`src/rtl/image_enhance.sv`:
```
// -----------------------------------------------------------------------------
// image_enhance
//   Streaming per-pixel RGB enhancement stage between the pixel source and the
//   BMP sink. Applies one of four modes: pass-through, saturating brightness
//   add/subtract, invert, or gray threshold. It uses a two-stage valid/ready
//   pipeline and tracks the output pixel position so it can flag end-of-line
//   and end-of-frame.
//
//   Parameters
//     WIDTH      pixels per line (>=2)
//     HEIGHT     lines per frame (>=1)
//     MODE       0=pass, 1=brightness, 2=invert, 3=threshold
//     VALUE      brightness offset 0..255 (MODE 1)
//     SIGN       1=add VALUE, 0=subtract VALUE (MODE 1)
//     THRESHOLD  gray threshold 0..255 (MODE 3)
//
//   Ports
//     clk, reset                        rising-edge clock, async active-high reset
//     in_valid / in_ready               input handshake
//     in_red / in_green / in_blue       input pixel
//     out_valid / out_ready             output handshake
//     out_red / out_green / out_blue    enhanced pixel
//     out_eol                           current output pixel ends its line
//     frame_done                        one-cycle pulse after the last pixel of a frame
// -----------------------------------------------------------------------------
module image_enhance #(
  parameter int WIDTH     = 768,
  parameter int HEIGHT    = 512,
  parameter int MODE      = 1,
  parameter int VALUE     = 100,
  parameter int SIGN      = 1,
  parameter int THRESHOLD = 90
) (
  input  logic       clk,
  input  logic       reset,
  input  logic       in_valid,
  output logic       in_ready,
  input  logic [7:0] in_red,
  input  logic [7:0] in_green,
  input  logic [7:0] in_blue,
  output logic       out_valid,
  input  logic       out_ready,
  output logic [7:0] out_red,
  output logic [7:0] out_green,
  output logic [7:0] out_blue,
  output logic       out_eol,
  output logic       frame_done
);

  localparam int CW = (WIDTH > 1) ? $clog2(WIDTH) : 1;
  localparam int RW = (HEIGHT > 1) ? $clog2(HEIGHT) : 1;
  localparam logic [CW-1:0] COL_LAST = CW'(WIDTH - 1);
  localparam logic [RW-1:0] ROW_LAST = RW'(HEIGHT - 1);
  localparam logic [8:0]    VAL9     = 9'(VALUE);
  localparam logic [9:0]    THR3     = 10'(3 * THRESHOLD);

  typedef struct packed {
    logic [7:0] r;
    logic [7:0] g;
    logic [7:0] b;
  } pixel_t;

  logic          advance;
  logic          s1_valid;
  pixel_t        s1_px;
  pixel_t        s1_res;
  logic          s2_valid;
  pixel_t        s2_px;
  logic [9:0]    gray_sum;
  logic [CW-1:0] col;
  logic [RW-1:0] row;
  logic          out_hs;

  // Saturating brightness on one channel. The 9-bit sum's carry and the
  // 9-bit signed difference's sign bit select the clamp value.
  function automatic logic [7:0] brighten(input logic [7:0] c);
    logic [8:0]        sum;
    logic signed [8:0] diff;
    sum  = {1'b0, c} + VAL9;
    diff = $signed({1'b0, c}) - $signed(VAL9);
    if (SIGN != 0) return sum[8] ? 8'hFF : sum[7:0];
    else           return diff[8] ? 8'h00 : diff[7:0];
  endfunction

  // Both stages move together; a stalled output freezes the whole pipe.
  assign advance  = !s2_valid || out_ready;
  assign in_ready = advance;
  assign out_hs   = s2_valid && out_ready;

  always_comb begin
    // NOTE: every always_comb output gets a default first so no path can
    // leave it unassigned and infer a latch.
    s1_res   = s1_px;
    gray_sum = 10'(s1_px.r) + 10'(s1_px.g) + 10'(s1_px.b);
    if (MODE == 1) begin
      s1_res.r = brighten(s1_px.r);
      s1_res.g = brighten(s1_px.g);
      s1_res.b = brighten(s1_px.b);
    end else if (MODE == 2) begin
      s1_res = {~s1_px.r, ~s1_px.g, ~s1_px.b};
    end else if (MODE == 3) begin
      // Strict compare: a sum equal to 3*THRESHOLD maps to black.
      s1_res = (gray_sum > THR3) ? '1 : '0;
    end
  end

  // NOTE: sequential state uses non-blocking assignments so every register
  // samples the pre-edge values regardless of statement order.
  always_ff @(posedge clk or posedge reset) begin
    if (reset) begin
      // NOTE: pixel data registers are cleared along with the valids so the
      // outputs read 0 after reset; a bulk pixel memory would not be reset.
      s1_valid <= 1'b0;
      s1_px    <= '0;
      s2_valid <= 1'b0;
      s2_px    <= '0;
    end else if (advance) begin
      s1_valid <= in_valid;
      s1_px    <= {in_red, in_green, in_blue};
      s2_valid <= s1_valid;
      s2_px    <= s1_res;
    end
  end

  // Position of the pixel currently held in S2; it moves on output handshakes.
  always_ff @(posedge clk or posedge reset) begin
    if (reset) begin
      col        <= '0;
      row        <= '0;
      frame_done <= 1'b0;
    end else begin
      frame_done <= out_hs && (col == COL_LAST) && (row == ROW_LAST);
      if (out_hs) begin
        if (col == COL_LAST) begin
          col <= '0;
          row <= (row == ROW_LAST) ? '0 : row + 1'b1;
        end else begin
          col <= col + 1'b1;
        end
      end
    end
  end

  assign out_valid = s2_valid;
  assign out_red   = s2_px.r;
  assign out_green = s2_px.g;
  assign out_blue  = s2_px.b;
  assign out_eol   = s2_valid && (col == COL_LAST);

endmodule

```
`config.mk`:
```
export PLATFORM = sky130hd
export DESIGN_NAME = image_enhance
export DESIGN_NICKNAME = d
export VERILOG_FILES = /design/src/rtl/image_enhance.sv
export SDC_FILE = /design/constraint.sdc
export NUM_CORES = 1
export LEC_CHECK = 0
export ABC_AREA = 1
export CAP_MARGIN = 30
export CELL_PAD_IN_SITES_DETAIL_PLACEMENT = 0
export CELL_PAD_IN_SITES_GLOBAL_PLACEMENT = 1
export CORE_UTILIZATION = 35
export DETAILED_ROUTE_END_ITERATION = 12
export PLACE_DENSITY_LB_ADDON = 0.1
export SYNTH_ARGS = -nofsm -noshare
export SYNTH_HDL_FRONTEND = slang
export SYNTH_SLANG_ARGS = --single-unit
```
`constraint.sdc`:
```
create_clock -name clk -period 2.5 [get_ports clk]
set_clock_uncertainty 0.1 [all_clocks]
set_input_delay 0.5 -clock clk [delete_from_list [all_inputs] [get_ports clk]]
set_output_delay 0.5 -clock clk [all_outputs]
set_load 0.02 [all_outputs]
```
# [Word level (Yosys, flattened, before mapping)]
# Cells that the tools add are included.
[totals] reg_bits=70 latchBits=0 ram_bits=0 mem_bits_ro=0 elab_cells=30 n_memories=0
[classes] add_sub_neg=5 mul=0 n_div=0 n_lt_le_gt_ge=0 n_eq_ne=2 n_shift=0 mux=5 bitwise_logic=0 reduce_logical=7
[op_table] op="$add 8x7->9 const B" count=3
[op_table] op="$mux 8" count=3
[op_table] op="$add 10x1->10 const B" count=1
[op_table] op="$eq 10x10->1 const B" count=1
[op_table] op="$mux 10" count=1
[op_table] op="$add 9x1->9 const B" count=1
[op_table] op="$eq 9x9->1 const B" count=1
[op_table] op="$mux 9" count=1
[op_table] op="$logic_and 1x1->1" count=4
[op_table] op="$reduce_and 2->1" count=1
[op_table] op="$logic_not 1->1" count=1
[op_table] op="$logic_or 1x1->1" count=1

# [Logic depth before layout (Yosys ltp)]
# Gate-level depths: netlist of run 1.
[depth] depth_word=3 mapped_depth=9 ltp_nobuf=9

# [Worst setup path after synthesis of run 1]
# Ideal clock, no wire load.
[synth_timing] path_kind="register to output" start="register col[0]" end="output out_eol" arrival_ns=1.214 required_time_ns=1.900 setup_slack_ns=0.686 stages_incl_launch_ff=6 path_cell_list="dfrtp_1 ha_1 nand3_1 nor2_4 nand2_4 nor2_1"
[synth_between] elab_chain_len=2
[synth_rtl] element="from (decl)" line_no="70" text="logic [CW-1:0] col;"
[synth_rtl] element="from (signal assigned)" line_no="138" text="col <= col + 1'b1;"
[synth_rtl] element="$eq 10x10->1" line_no="148" text="assign out_eol = s2_valid && (col == COL_LAST);"
[synth_rtl] element="$logic_and 1x1->1" line_no="148"
[synth_rtl] element="to (decl)" line_no="46" text="output logic out_eol,"
# No other way between the ends.

# [Worst setup path in the final report of run 1]
[layout_timing] start="input out_ready" end="output in_ready"
[layout_between] elab_chain_len=1
[layout_rtl] element="from (decl)" line_no="42" text="input logic out_ready,"
[layout_rtl] element="$logic_or 1x1->1" line_no="86" text="assign advance = !s2_valid || out_ready;"
[layout_rtl] element="to (decl)" line_no="37" text="output logic in_ready,"
# No other way between the ends.

==> results of run 1 <==
-- worst paths after layout --
kind                                           start                    end  slack, ns
max in group asynchronous                      reset  s1_px[19]$_DFFE_PP0P_       1.42
worst min-delay path                           reset   frame_done$_DFF_PP0_       0.34
worst max-delay path                       out_ready               in_ready       0.11
worst max register to register    row[0]$_DFFE_PP0P_     row[4]$_DFFE_PP0P_       0.71
worst min register to register  s1_valid$_DFFE_PP0P_  out_valid$_DFFE_PP0P_       0.35
min in group clk                s1_valid$_DFFE_PP0P_  out_valid$_DFFE_PP0P_       0.35
-- area by class of cell --
class                      count  area, um2
sequential                    70       1750
tap                          108        135
inverter                      42        158
fill                         892       4610
timing repair buffer          60        621
clock inverter                 6        110
multi-input combinational    247       1250
clock buffer                  10        128
-- sequential cells by signal, indices dropped and copies added, names as in the netlist --
name        count
out_blue        8
out_red         8
row             9
out_valid       1
s1_valid        1
s1_px          24
out_green       8
frame_done      1
col            10
-- per-stage QoR --
| step | utilization (%) | std cells | instance area (um2) | worst slack (ns) | total power [mW] |
|---|---|---|---|---|---|
| floorplan | - | 369 | 3200 | 0.132 | 1.91 |
| global placement | 44.7 | 527 | 3920 | 0.0719 | 2.26 |
| detailed placement | 44.7 | 527 | 3920 | 0.0778 | 2.27 |
| CTS | 47.4 | 543 | 4150 | 0.0614 | 3.39 |
| global route | 47.3 | 543 | 4150 | 0.0623 | 3.52 |
| finish | 47.3 | 543 | 4150 | 0.111 | 3.33 |
-- critical path, cell delays in order --
cell             delay [ns]
clkdlybuf4s50_1        0.50
nor2_1                 0.08
inv_2                  0.09
clkdlybuf4s50_1        0.61
-- cell families (layout without fill, tap and decap cells) --
group	count (synthesis)	in the layout
compound gates	59	59
xor+xnor	9	9
fa+ha+maj	7	7
buf+inv	52	118
flops	70	70
simple gates	172	172
-- layer usage --
layer	up-vias	routed length (um)
met5	-	0
met4	0	93
met3	10	238
met2	39	3100
met1	1209	3430
li1	1320	-
-- cell usage in the layout (no fill, tap or decap), drive strengths merged --
cell,synthesis,routed
clkinv,1,2
a21oi,12,12
xor2,3,3
o21bai,1,1
a31oi,14,14
ha,7,7
bufinv,0,3
xnor2,6,6
a211oi,1,1
inv,41,41
clkinvlp,0,2
o21ai,27,27
dfrtp,70,70
buf,3,5
nand4,9,9
o22ai,3,3
nor3,5,5
a41oi,1,1
clkdlybuf4s50,0,54
clkbuf,7,11
nand2,93,93
nand3,22,22
nor2,43,43
-- where the power goes --
part | leakage [nW] | internal [mW] | switching [mW]
clock network | 0.112 | 0.661 | 0.435
registers | 0.812 | 1.32 | 0.133
logic | 0.994 | 0.358 | 0.426
-- what timing repair did --
item	CTS	global route
setup endpoints to repair	1	1
buffers inserted	0	0
resized for setup	1	2
pin swaps	0	0
==> results by group, run 1 <==
Routing
  – Residual DRC: 0
  – Vias: 2578
  – DRT iter0 DRCs: 82
  – Avg WL per Cell: 12.6 um
  – Number of detailed-route iterations in the first pass: 4
  – Drt total wl: between 6000 and 7000 um
  – Final ANT Viol Nets: 0
  – Via density: between 4 and 5

Global routing
  – Initial antenna violation count: 0
  – GR Layer Usage met1: 20.4%
  – Largest net degree at the start of global routing: 81
  – Vias in the first global route: around 2500
  – All-layer global routing usage: between 15 and 20%
  – Gr ovfl total: 0
  – Grt met3 use: about 4.4%
  – Gr busiest metal: met2
  – Met2 Use GR: roughly 24%
  – First-pass GRT wire length: roughly 12000 um

Job
  – Max_cap viols: 0

Synthesis
  – Post-Syn Nets: a little over 400
  – Fraction of synthesis flops using an asynchronous set or reset pin: 100%
  – XOR/XNOR Fraction of Synth Area: 2.47%
  – Largest family of logic cells by synthesized area: simple AND/OR/NAND/NOR gates
  – Syn avg cell area: a little under 9 um2
  – Top cell type's share of synthesized area: between 50% and 60%
  – Cell Area, Synth: 3200 um2
  – Register area share after synthesis: between 50% and 60%
  – #FFs+latches synth: 70
  – Post-Synth Adder-Cell Area: ~2.7%
  – Area contributors post-synth: dfrtp_1 (55%), nand2_1 (11%), nor2_1 (4.8%)
  – Synth Area in Simple Gates: around a quarter
  – Largest area contributor in the netlist: dfrtp_1
  – Syn Inst Count: 369
  – YS warnings: 0
  – EDFF count, synth: 0
  – Compound-Gate Fraction of Synth Area: 10.2%
  – Top FF cell, synth: dfrtp_1
  – Library cells used by synthesis: 28
  – Top post-synthesis cells by count: nand2_1 (90), dfrtp_1 (70), nor2_1 (41), inv_1 (40), o21ai_0 (23)
  – Top-count cell post-synth: nand2_1
  – Multiplexer share of the synthesized area: 0%

Floorplanning
  – Core ar.: about 8800 um2
  – Die Wd: around 98 um
  – I/O pin count: between 50 and 60
  – # rows: 34
  – Die area: approximately 9500 um2
  – Starting density of the core: 36.5%
  – Die Y: just under 100 um

Placement
  – Gpl congestion: ~0.8
  – Hpwl dp: 4750 um
  – IO Port Bufs: 55

Timing
  – Final min period: around 2.4 ns
  – Final Cycle Share: a little over nine tenths
  – RSZ-0062 raised after global routing: no
  – Worst hold slack: 0.343 ns
  – Final Max Tran Viols: 0
  – TNS Setup: 0 ns
  – FMAX: roughly 0.42 GHz
  – Relative slew slack: ~76%
  – Final Hold Viols: 0
  – Final Setup Violations: 0
  – Worst-Margin Slew: roughly 0.35 ns

Clocking
  – Largest buffer count on any clock path: 2
  – Clk slew on worst S/H paths: 0.08 ns
  – Clock root cell: clkbuf_8
  – Htree depth: 3
  – Clk Latency, worst-skew pair: between 0.3 and 0.4 ns
  – Post-CTS Hold Buffers: 0
  – CTS Sinks: 70
  – TritonCTS clock tree: done
  – Num CTS Buffers: 9

Worst setup path
  – WP data required: around 1.9 ns
  – CP Max Fanout: 2
  – Worst EP arrival: around 1.8 ns
  – FF-to-FF path depth: 9
  – CP endpoint kind: output port
  – Startpoint Class: primary input
  – Critical path class: in2out

Final layout
  – Area grow syn2layout: 29.8%
  – Final net count: 465
  – Layout cells sized above 1: approximately 6.9%
  – # diodes: 0

Hold path
  – Worst min-delay path class: in2async

Pwr
  – Worst vdd ir: 0.000458 V
  – Static Leakage: between 1.5 and 2 nW
  – PD cells: between 800 and 900 nW/um2

Run status
  – Outcome: completed
No activity file was read; power rests on OpenSTA's default activity.
==> inputs of run 2 (changes only) <==
Settings changed: HOLD_SLACK_MARGIN set to 0.15, PLACE_DENSITY set to 0.79, PLACE_DENSITY_LB_ADDON 0.1 to not set.
==> run 2 against run 1 <==
  * Non-clock buffer count unchanged
  * Cell count is the same
  * Worst setup slack gained 0.16 ns
  * Combinational power is essentially flat
  * Power shrank 0.85%
  * Critical endpoint is now out_eol
  * Largest power group unchanged
==> results by group, run 2 (synthesis gave the netlist of run 1 again) <==
Timing
  – Relative slew slack: 75.0% (was 76.4%)
  – FMAX: 0.449 GHz (was 0.419 GHz)
  – Final min period: 2.23 ns (was 2.39 ns)
  – Worst hold slack: 0.359 ns (was 0.343 ns)
  – Final Hold Viols: 0 (unchanged)
  – TNS Setup: 0 ns (unchanged)
  – Final Setup Violations: 0 (unchanged)
  – Worst-Margin Slew: 0.375 ns (was 0.353 ns)
  – Final Cycle Share: 89.0% (was 95.5%)
  – RSZ-0062 raised after global routing: no (unchanged)
  – Final Max Tran Viols: 0 (unchanged)

Routing
  – DRT iter0 DRCs: 139 (was 82)
  – Vias: 2595 (was 2578)
  – Drt total wl: 6670 um (was 6870 um)
  – Number of detailed-route iterations in the first pass: 4 (unchanged)
  – Residual DRC: 0 (unchanged)
  – Final ANT Viol Nets: 0 (unchanged)
  – Avg WL per Cell: 12.3 um (was 12.6 um)
  – Via density: 4.78 (was 4.75)

Pwr
  – Share of power burned in registers: 44.0% (was 43.6%)
  – Design Power: 3.30 mW (was 3.33 mW)
  – Combinational group share of total power: 23.8% (was 23.5%)
  – Static Leakage: 1.93 nW (was 1.92 nW)
  – Net Sw Frac: 29.6% (was 29.8%)
  – Clock power share: 32.3% (was 32.9%)
  – Internal power component: 2.33 mW (was 2.34 mW)
  – PD cells: 798 nW/um2 (was 803 nW/um2)
  – Worst vdd ir: 0.000416 V (was 0.000458 V)
  – Sw power: 979 uW (was 994 uW)

Worst setup path
  – Bufs and invs on worst path: 1 (was 3)
  – Startpoint Class: register (was primary input)
  – WP data required: 1.90 ns (about the same)
  – CP top delay family: simple AND/OR/NAND/NOR gates (was buffers and inverters)
  – Critical-path top delay cell: dfrtp_1 (was clkdlybuf4s50_1)
  – CP endpoint kind: output port (unchanged)
  – Worst path cell trace: ha_1, nand3_1, nor2_4, nand2_4, nor2_1, clkbuf_2 (was clkdlybuf4s50_1, nor2_1, inv_2, clkdlybuf4s50_1)
  – Crit-path max cell delay: 0.38 ns (was 0.61 ns)
  – Worst EP arrival: 1.63 ns (was 1.79 ns)
  – CP Max Fanout: 6 (was 2)
  – Critical path class: reg2out (was in2out)

Clocking
  – Htree depth: 3 (unchanged)
  – Clk slew on worst S/H paths: 0.07 ns (was 0.08 ns)
  – Clk Latency, worst-skew pair: 0.34 ns (was 0.35 ns)
  – CTS Sinks: 70 (unchanged)
  – Num CTS Buffers: 9 (unchanged)
  – Clock root cell: clkbuf_8 (unchanged)
  – TritonCTS clock tree: done (unchanged)
  – Largest buffer count on any clock path: 2 (unchanged)

Floorplanning
  – Die area: 9520 um2 (unchanged)
  – Die Y: 97.6 um (unchanged)
  – I/O pin count: 56 (unchanged)
  – Die Wd: 97.6 um (unchanged)
  – Starting density of the core: 36.5% (unchanged)
  – Core ar.: 8760 um2 (unchanged)
  – # rows: 34 (unchanged)

Final layout
  – Layout cells sized above 1: 7.13% (was 6.90%)
  – Area taken by multi-input logic gates: 1250 um2 (unchanged)
  – Filler Cell Count: 881 (was 892)
  – Final net count: 465 (unchanged)
  – Area grow syn2layout: 29.6% (was 29.8%)
  – Reg with most FFs: s1_px (unchanged)
  – Top flop regs: s1_px x24, col x10, row x9 (unchanged)
  – Storage element area: 1750 um2 (unchanged)
  – Commonest non-fill, non-tap cell in the layout: nand2_1 (unchanged)
  – Most frequent cells in the layout: nand2_1 (90), dfrtp_1 (70), clkdlybuf4s50_1 (53), nor2_1 (41), inv_1 (39) (was nand2_1 (90), dfrtp_1 (70), clkdlybuf4s50_1 (54), nor2_1 (41), inv_1 (39))
  – Max reg flops: 24 (unchanged)
  – # diodes: 0 (unchanged)

Global routing
  – First-pass GRT wire length: 11600 um (was 11700 um)
  – Largest net degree at the start of global routing: 71 (was 81)
  – All-layer global routing usage: 15.3% (was 15.4%)
  – Gr ovfl total: 0 (unchanged)
  – Vias in the first global route: 2534 (was 2486)
  – Initial antenna violation count: 0 (unchanged)

Placement
  – IO Port Bufs: 55 (unchanged)
  – Gpl congestion: 0.788 (was 0.783)
  – Hpwl dp: 4700 um (was 4750 um)

Job
  – Max_cap viols: 0 (unchanged)

Run status
  – Outcome: completed (unchanged)

Hold path
  – Worst min-delay path class: reg2reg (was in2async)
run 2: changes by cell type in the layout (fill, tap and decap cells not counted):
cell | previous run | this run
inv_6 | 0 | 1
clkinv_2 | 1 | 0
dlymetal6s2s_1 | 0 | 1
bufinv_16 | 3 | 2
clkbuf_8 | 9 | 12
clkbuf_1 | 1 | 0
buf_4 | 2 | 3
clkinvlp_4 | 2 | 1
clkdlybuf4s50_1 | 54 | 53
buf_12 | 3 | 2
run 2: final cells by class:
class	count	share of cell area, %
inverters	42	3.81
flip-flops and latches	70	42.3
well taps	108	3.26
multi-input cells	247	30.1
repair buffers	60	14.7
clock buffers	12	3.99
clock inverters	4	1.84
run 2: path summary, 6_finish.rpt:
path,start,depth (start not counted),slack (ns),end
max,col[0]$_DFFE_PP0N_,6,0.27,out_eol
min,s1_valid$_DFFE_PP0P_,2,0.36,out_valid$_DFFE_PP0P_
max reg2reg,row[0]$_DFFE_PP0P_,9,0.69,row[4]$_DFFE_PP0P_
min reg2reg,s1_valid$_DFFE_PP0P_,2,0.36,out_valid$_DFFE_PP0P_
max in group asynchronous,reset,3,1.55,out_blue[0]$_DFFE_PP0P_
min in group asynchronous,reset,3,0.46,out_green[2]$_DFFE_PP0P_
run 2: power by group through the flow:
stage | Combinational, mW | Sequential, mW | Clock, mW
2_1_floorplan | 0.337 | 1.57 | 0
3_3_place_gp | 0.782 | 1.47 | 0
3_5_place_dp | 0.794 | 1.48 | 0
4_1_cts | 0.798 | 1.46 | 1.10
5_1_grt | 0.867 | 1.48 | 1.15
6_report | 0.785 | 1.45 | 1.07
run 2: what timing repair did:
item                                    4_1_cts  5_1_grt
endpoints found under the setup margin        1        2
setup buffers                                 0        0
hold buffers                                  0        0
resized for setup                             1        3
run 2: worst min-delay path: stages (launching register included):
cell	delay, ns
dfrtp_1	0.32
inv_1	0.04
nand2_1	0.06
run 2: per-stage QoR:
| stage | instance area [um2] | cells | utilization, % | worst slack (ns) |
|---|---|---|---|---|
| final | 4140 | 543 | 47.3 | 0.274 |
| after global routing | 4140 | 543 | 47.3 | 0.125 |
| after detailed placement | 3900 | 527 | 44.5 | 0.0254 |
| after global placement | 3900 | 527 | 44.5 | 0.0187 |
| after floorplan | 3200 | 369 | - | 0.132 |
| after CTS | 4140 | 543 | 47.3 | 0.0110 |
run 2: per-layer routing:
layer	global-route usage [%]	wire length [um]	vias to the layer above
li1	-	-	1321
met1	19.9	3110	1195
met2	23.8	3080	71
met3	5.54	406	8
met4	4.64	70	0
met5	0	0	-
==> inputs of run 3 (changes only) <==
Settings changed: GPL_TIMING_DRIVEN set to 0.
==> run 3 against run 2 <==
  * Critical path depth stayed put
  * Global-route usage grew 1.1 points
  * Critical endpoint unchanged
  * Sequential power barely moved
  * Cell count grew 0.92%
  * Design area is 0.12% lower
  * Highest routed layer unchanged
  * Maximum frequency fell by 4.9%
  * First-iteration DRC count down 20%
  * Core utilization fell by 0.057 points
  * Power up 2.1%
  * Largest power group unchanged
==> results by group, run 3 (synthesis gave the netlist of run 1 again) <==
Floorplanning
  – # rows: 34 (unchanged)
  – Core ar.: 8760 um2 (unchanged)
  – Starting density of the core: 36.5% (unchanged)
  – Die area: 9520 um2 (unchanged)
  – Die Y: 97.6 um (unchanged)
  – Die Wd: 97.6 um (unchanged)
  – I/O pin count: 56 (unchanged)

Worst setup path
  – Worst path cell trace: ha_1, nand3_1, nor2_4, nand2_4, nor2_1, dlygate4sd2_1 (was ha_1, nand3_1, nor2_4, nand2_4, nor2_1, clkbuf_2)
  – Worst EP arrival: 1.74 ns (was 1.63 ns)
  – Startpoint Class: register (unchanged)
  – Worst reg2reg endpoint: row[4]$_DFFE_PP0P_ (unchanged)
  – Crit path launch: col[0]$_DFFE_PP0N_ (unchanged)
  – FF-to-FF path depth: 9 (unchanged)
  – Slack of the worst reg-to-reg path: 0.72 ns (was 0.69 ns)
  – Critical-path top delay cell: dfrtp_1 (unchanged)
  – Crit-path max cell delay: 0.38 ns (about the same)
  – Reg2reg start: row[0]$_DFFE_PP0P_ (unchanged)
  – CP endpoint kind: output port (unchanged)
  – Critical path class: reg2out (unchanged)
  – WP data required: 1.90 ns (about the same)
  – CP Max Fanout: 4 (was 6)

Clocking
  – Num CTS Buffers: 9 (unchanged)
  – Largest buffer count on any clock path: 2 (unchanged)
  – CTS Sinks: 70 (unchanged)
  – Post-CTS Hold Buffers: 0 (unchanged)
  – Clock root cell: clkbuf_8 (unchanged)
  – TritonCTS clock tree: done (unchanged)
  – Htree depth: 3 (unchanged)
  – Clk slew on worst S/H paths: 0.08 ns (was 0.07 ns)
  – Clk Latency, worst-skew pair: 0.35 ns (was 0.34 ns)

Final layout
  – Reg with most FFs: s1_px (unchanged)
  – Commonest non-fill, non-tap cell in the layout: nand2_1 (unchanged)
  – Layout cells sized above 1: 6.82% (was 7.13%)
  – Max reg flops: 24 (unchanged)
  – Area taken by multi-input logic gates: 1250 um2 (about the same)
  – Top flop regs: s1_px x24, col x10, row x9 (unchanged)
  – Most frequent cells in the layout: nand2_1 (90), dfrtp_1 (70), clkdlybuf4s50_1 (53), nor2_1 (40), inv_1 (39) (was nand2_1 (90), dfrtp_1 (70), clkdlybuf4s50_1 (53), nor2_1 (41), inv_1 (39))
  – Final net count: 470 (was 465)
  – Storage element area: 1750 um2 (unchanged)
  – # diodes: 0 (unchanged)
  – Design area: 4140 um2 (about the same)
  – Filler Cell Count: 858 (was 881)
  – Area grow syn2layout: 29.4% (was 29.6%)

Timing
  – FMAX: 0.427 GHz (was 0.449 GHz)
  – Final Hold Viols: 0 (unchanged)
  – Worst-Margin Slew: 0.866 ns (was 0.375 ns)
  – Worst hold slack: 0.356 ns (was 0.359 ns)
  – Final Cycle Share: 93.6% (was 89.0%)
  – Relative slew slack: 42.3% (was 75.0%)
  – RSZ-0062 raised after global routing: no (unchanged)
  – Final Setup Violations: 0 (unchanged)
  – Final Max Tran Viols: 0 (unchanged)
  – Final min period: 2.34 ns (was 2.23 ns)

Routing
  – Residual DRC: 0 (unchanged)
  – Drt total wl: 7250 um (was 6670 um)
  – DRT iter0 DRCs: 111 (was 139)
  – Via density: 4.90 (was 4.78)
  – Final ANT Viol Nets: 0 (unchanged)
  – Avg WL per Cell: 13.2 um (was 12.3 um)
  – Vias: 2685 (was 2595)
  – Number of detailed-route iterations in the first pass: 4 (unchanged)

Pwr
  – Worst vdd ir: 0.000358 V (was 0.000416 V)
  – Combinational group share of total power: 23.4% (was 23.8%)
  – Sw power: 1.02 mW (was 979 uW)
  – Share of power burned in registers: 43.3% (was 44.0%)
  – Net Sw Frac: 30.1% (was 29.6%)
  – Static Leakage: 1.92 nW (was 1.93 nW)
  – Clock power share: 33.3% (was 32.3%)
  – PD cells: 815 nW/um2 (was 798 nW/um2)
  – Internal power component: 2.36 mW (was 2.33 mW)

Run status
  – Outcome: completed (unchanged)

Placement
  – Gpl congestion: 0.776 (was 0.788)
  – IO Port Bufs: 55 (unchanged)
  – Hpwl dp: 5120 um (was 4700 um)
  – Dpl cell area: 3880 um2 (was 3900 um2)

Hold path
  – Worst min-delay path class: reg2reg (unchanged)
  – Hold path depth: 2 (unchanged)
  – Hold path start: s1_valid$_DFFE_PP0P_ (unchanged)
  – Worst hold endpoint: out_valid$_DFFE_PP0P_ (unchanged)

Global routing
  – Largest net degree at the start of global routing: 71 (unchanged)
  – Gr ovfl total: 0 (unchanged)
  – All-layer global routing usage: 16.4% (was 15.3%)
  – Vias in the first global route: 2576 (was 2534)
  – First-pass GRT wire length: 12300 um (was 11600 um)
  – Initial antenna violation count: 0 (unchanged)

Job
  – Max_cap viols: 0 (unchanged)
-- run 3: cell count changes in the layout (fill, tap and decap cells not counted), moves of 2 or more --
cell           previous run  this run
buf_4                     3         1
inv_4                     0         2
clkbuf_1                  0         6
buf_12                    2         0
clkinv_2                  0         2
dlygate4sd2_1             0         2
inv_2                     2         0
buf_2                     0         3
clkbuf_8                 12        10
-- run 3: through the flow --
stage                     TNS, ns  instances  utilization (%)  setup WS [ns]  power (mW)
final                           0        548             47.2          0.160        3.37
after global routing            0        548             47.2         0.0300        3.54
after CTS                       0        547             47.1         0.0820        3.41
after detailed placement   -0.487        532             44.3         -0.487        2.28
after global placement     -77.59        532             44.3          -1.11        2.26
after floorplan                 0        369                -          0.132        1.91
-- run 3: worst max path at each step --
stage | slack (ns) | end
2_1_floorplan | 0.13 | col[0]$_DFFE_PP0N_
6_report | 0.16 | out_eol
4_1_cts | 0.08 | out_eol
3_5_place_dp | -0.49 | in_ready
5_1_grt | 0.03 | out_eol
3_3_place_gp | -1.11 | s1_px[7]$_DFFE_PP0P_
-- run 3: layout make-up --
| cell class | instances | area share (%) |
|---|---|---|
| inverters | 42 | 3.93 |
| repair buffers | 56 | 13.4 |
| flip-flops and latches | 70 | 42.3 |
| well taps | 108 | 3.27 |
| clock buffers | 10 | 3.33 |
| clock inverters | 6 | 2.63 |
| multi-input cells | 247 | 30.2 |
| plain buffers | 9 | 0.907 |
-- run 3: power groups by stage --
stage	Clock [mW]	Combinational [mW]	Sequential, mW
finish	1.12	0.789	1.46
global route	1.19	0.868	1.49
CTS	1.14	0.800	1.46
detailed placement	0	0.797	1.48
global placement	0	0.782	1.48
floorplan	0	0.337	1.57
-- run 3: repair_timing --
action	in CTS	in global routing
pin swaps	0	1
resized for setup	4	0
cloned	0	0
endpoints found under the setup margin	2	1
hold endpoints to repair	0	0
setup buffers	0	1
-- run 3: metal layers --
| layer | GRT usage (%) | share of wire [%] | wire length (um) |
|---|---|---|---|
| met1 | 21.8 | 47 | 3430 |
| met2 | 26.3 | 47 | 3380 |
| met3 | 2.66 | 3.3 | 236 |
| met4 | 7.92 | 2.7 | 199 |
| met5 | 0 | 0 | 0 |
-- run 3: worst max-delay path, delay by kind of cell (launching register included) --
family                   cells  cell delay, ns
adder cells (fa/ha/maj)      1            0.21
flip-flops                   1            0.38
buffers and inverters        1            0.33
AND/OR/NAND/NOR              4            0.48
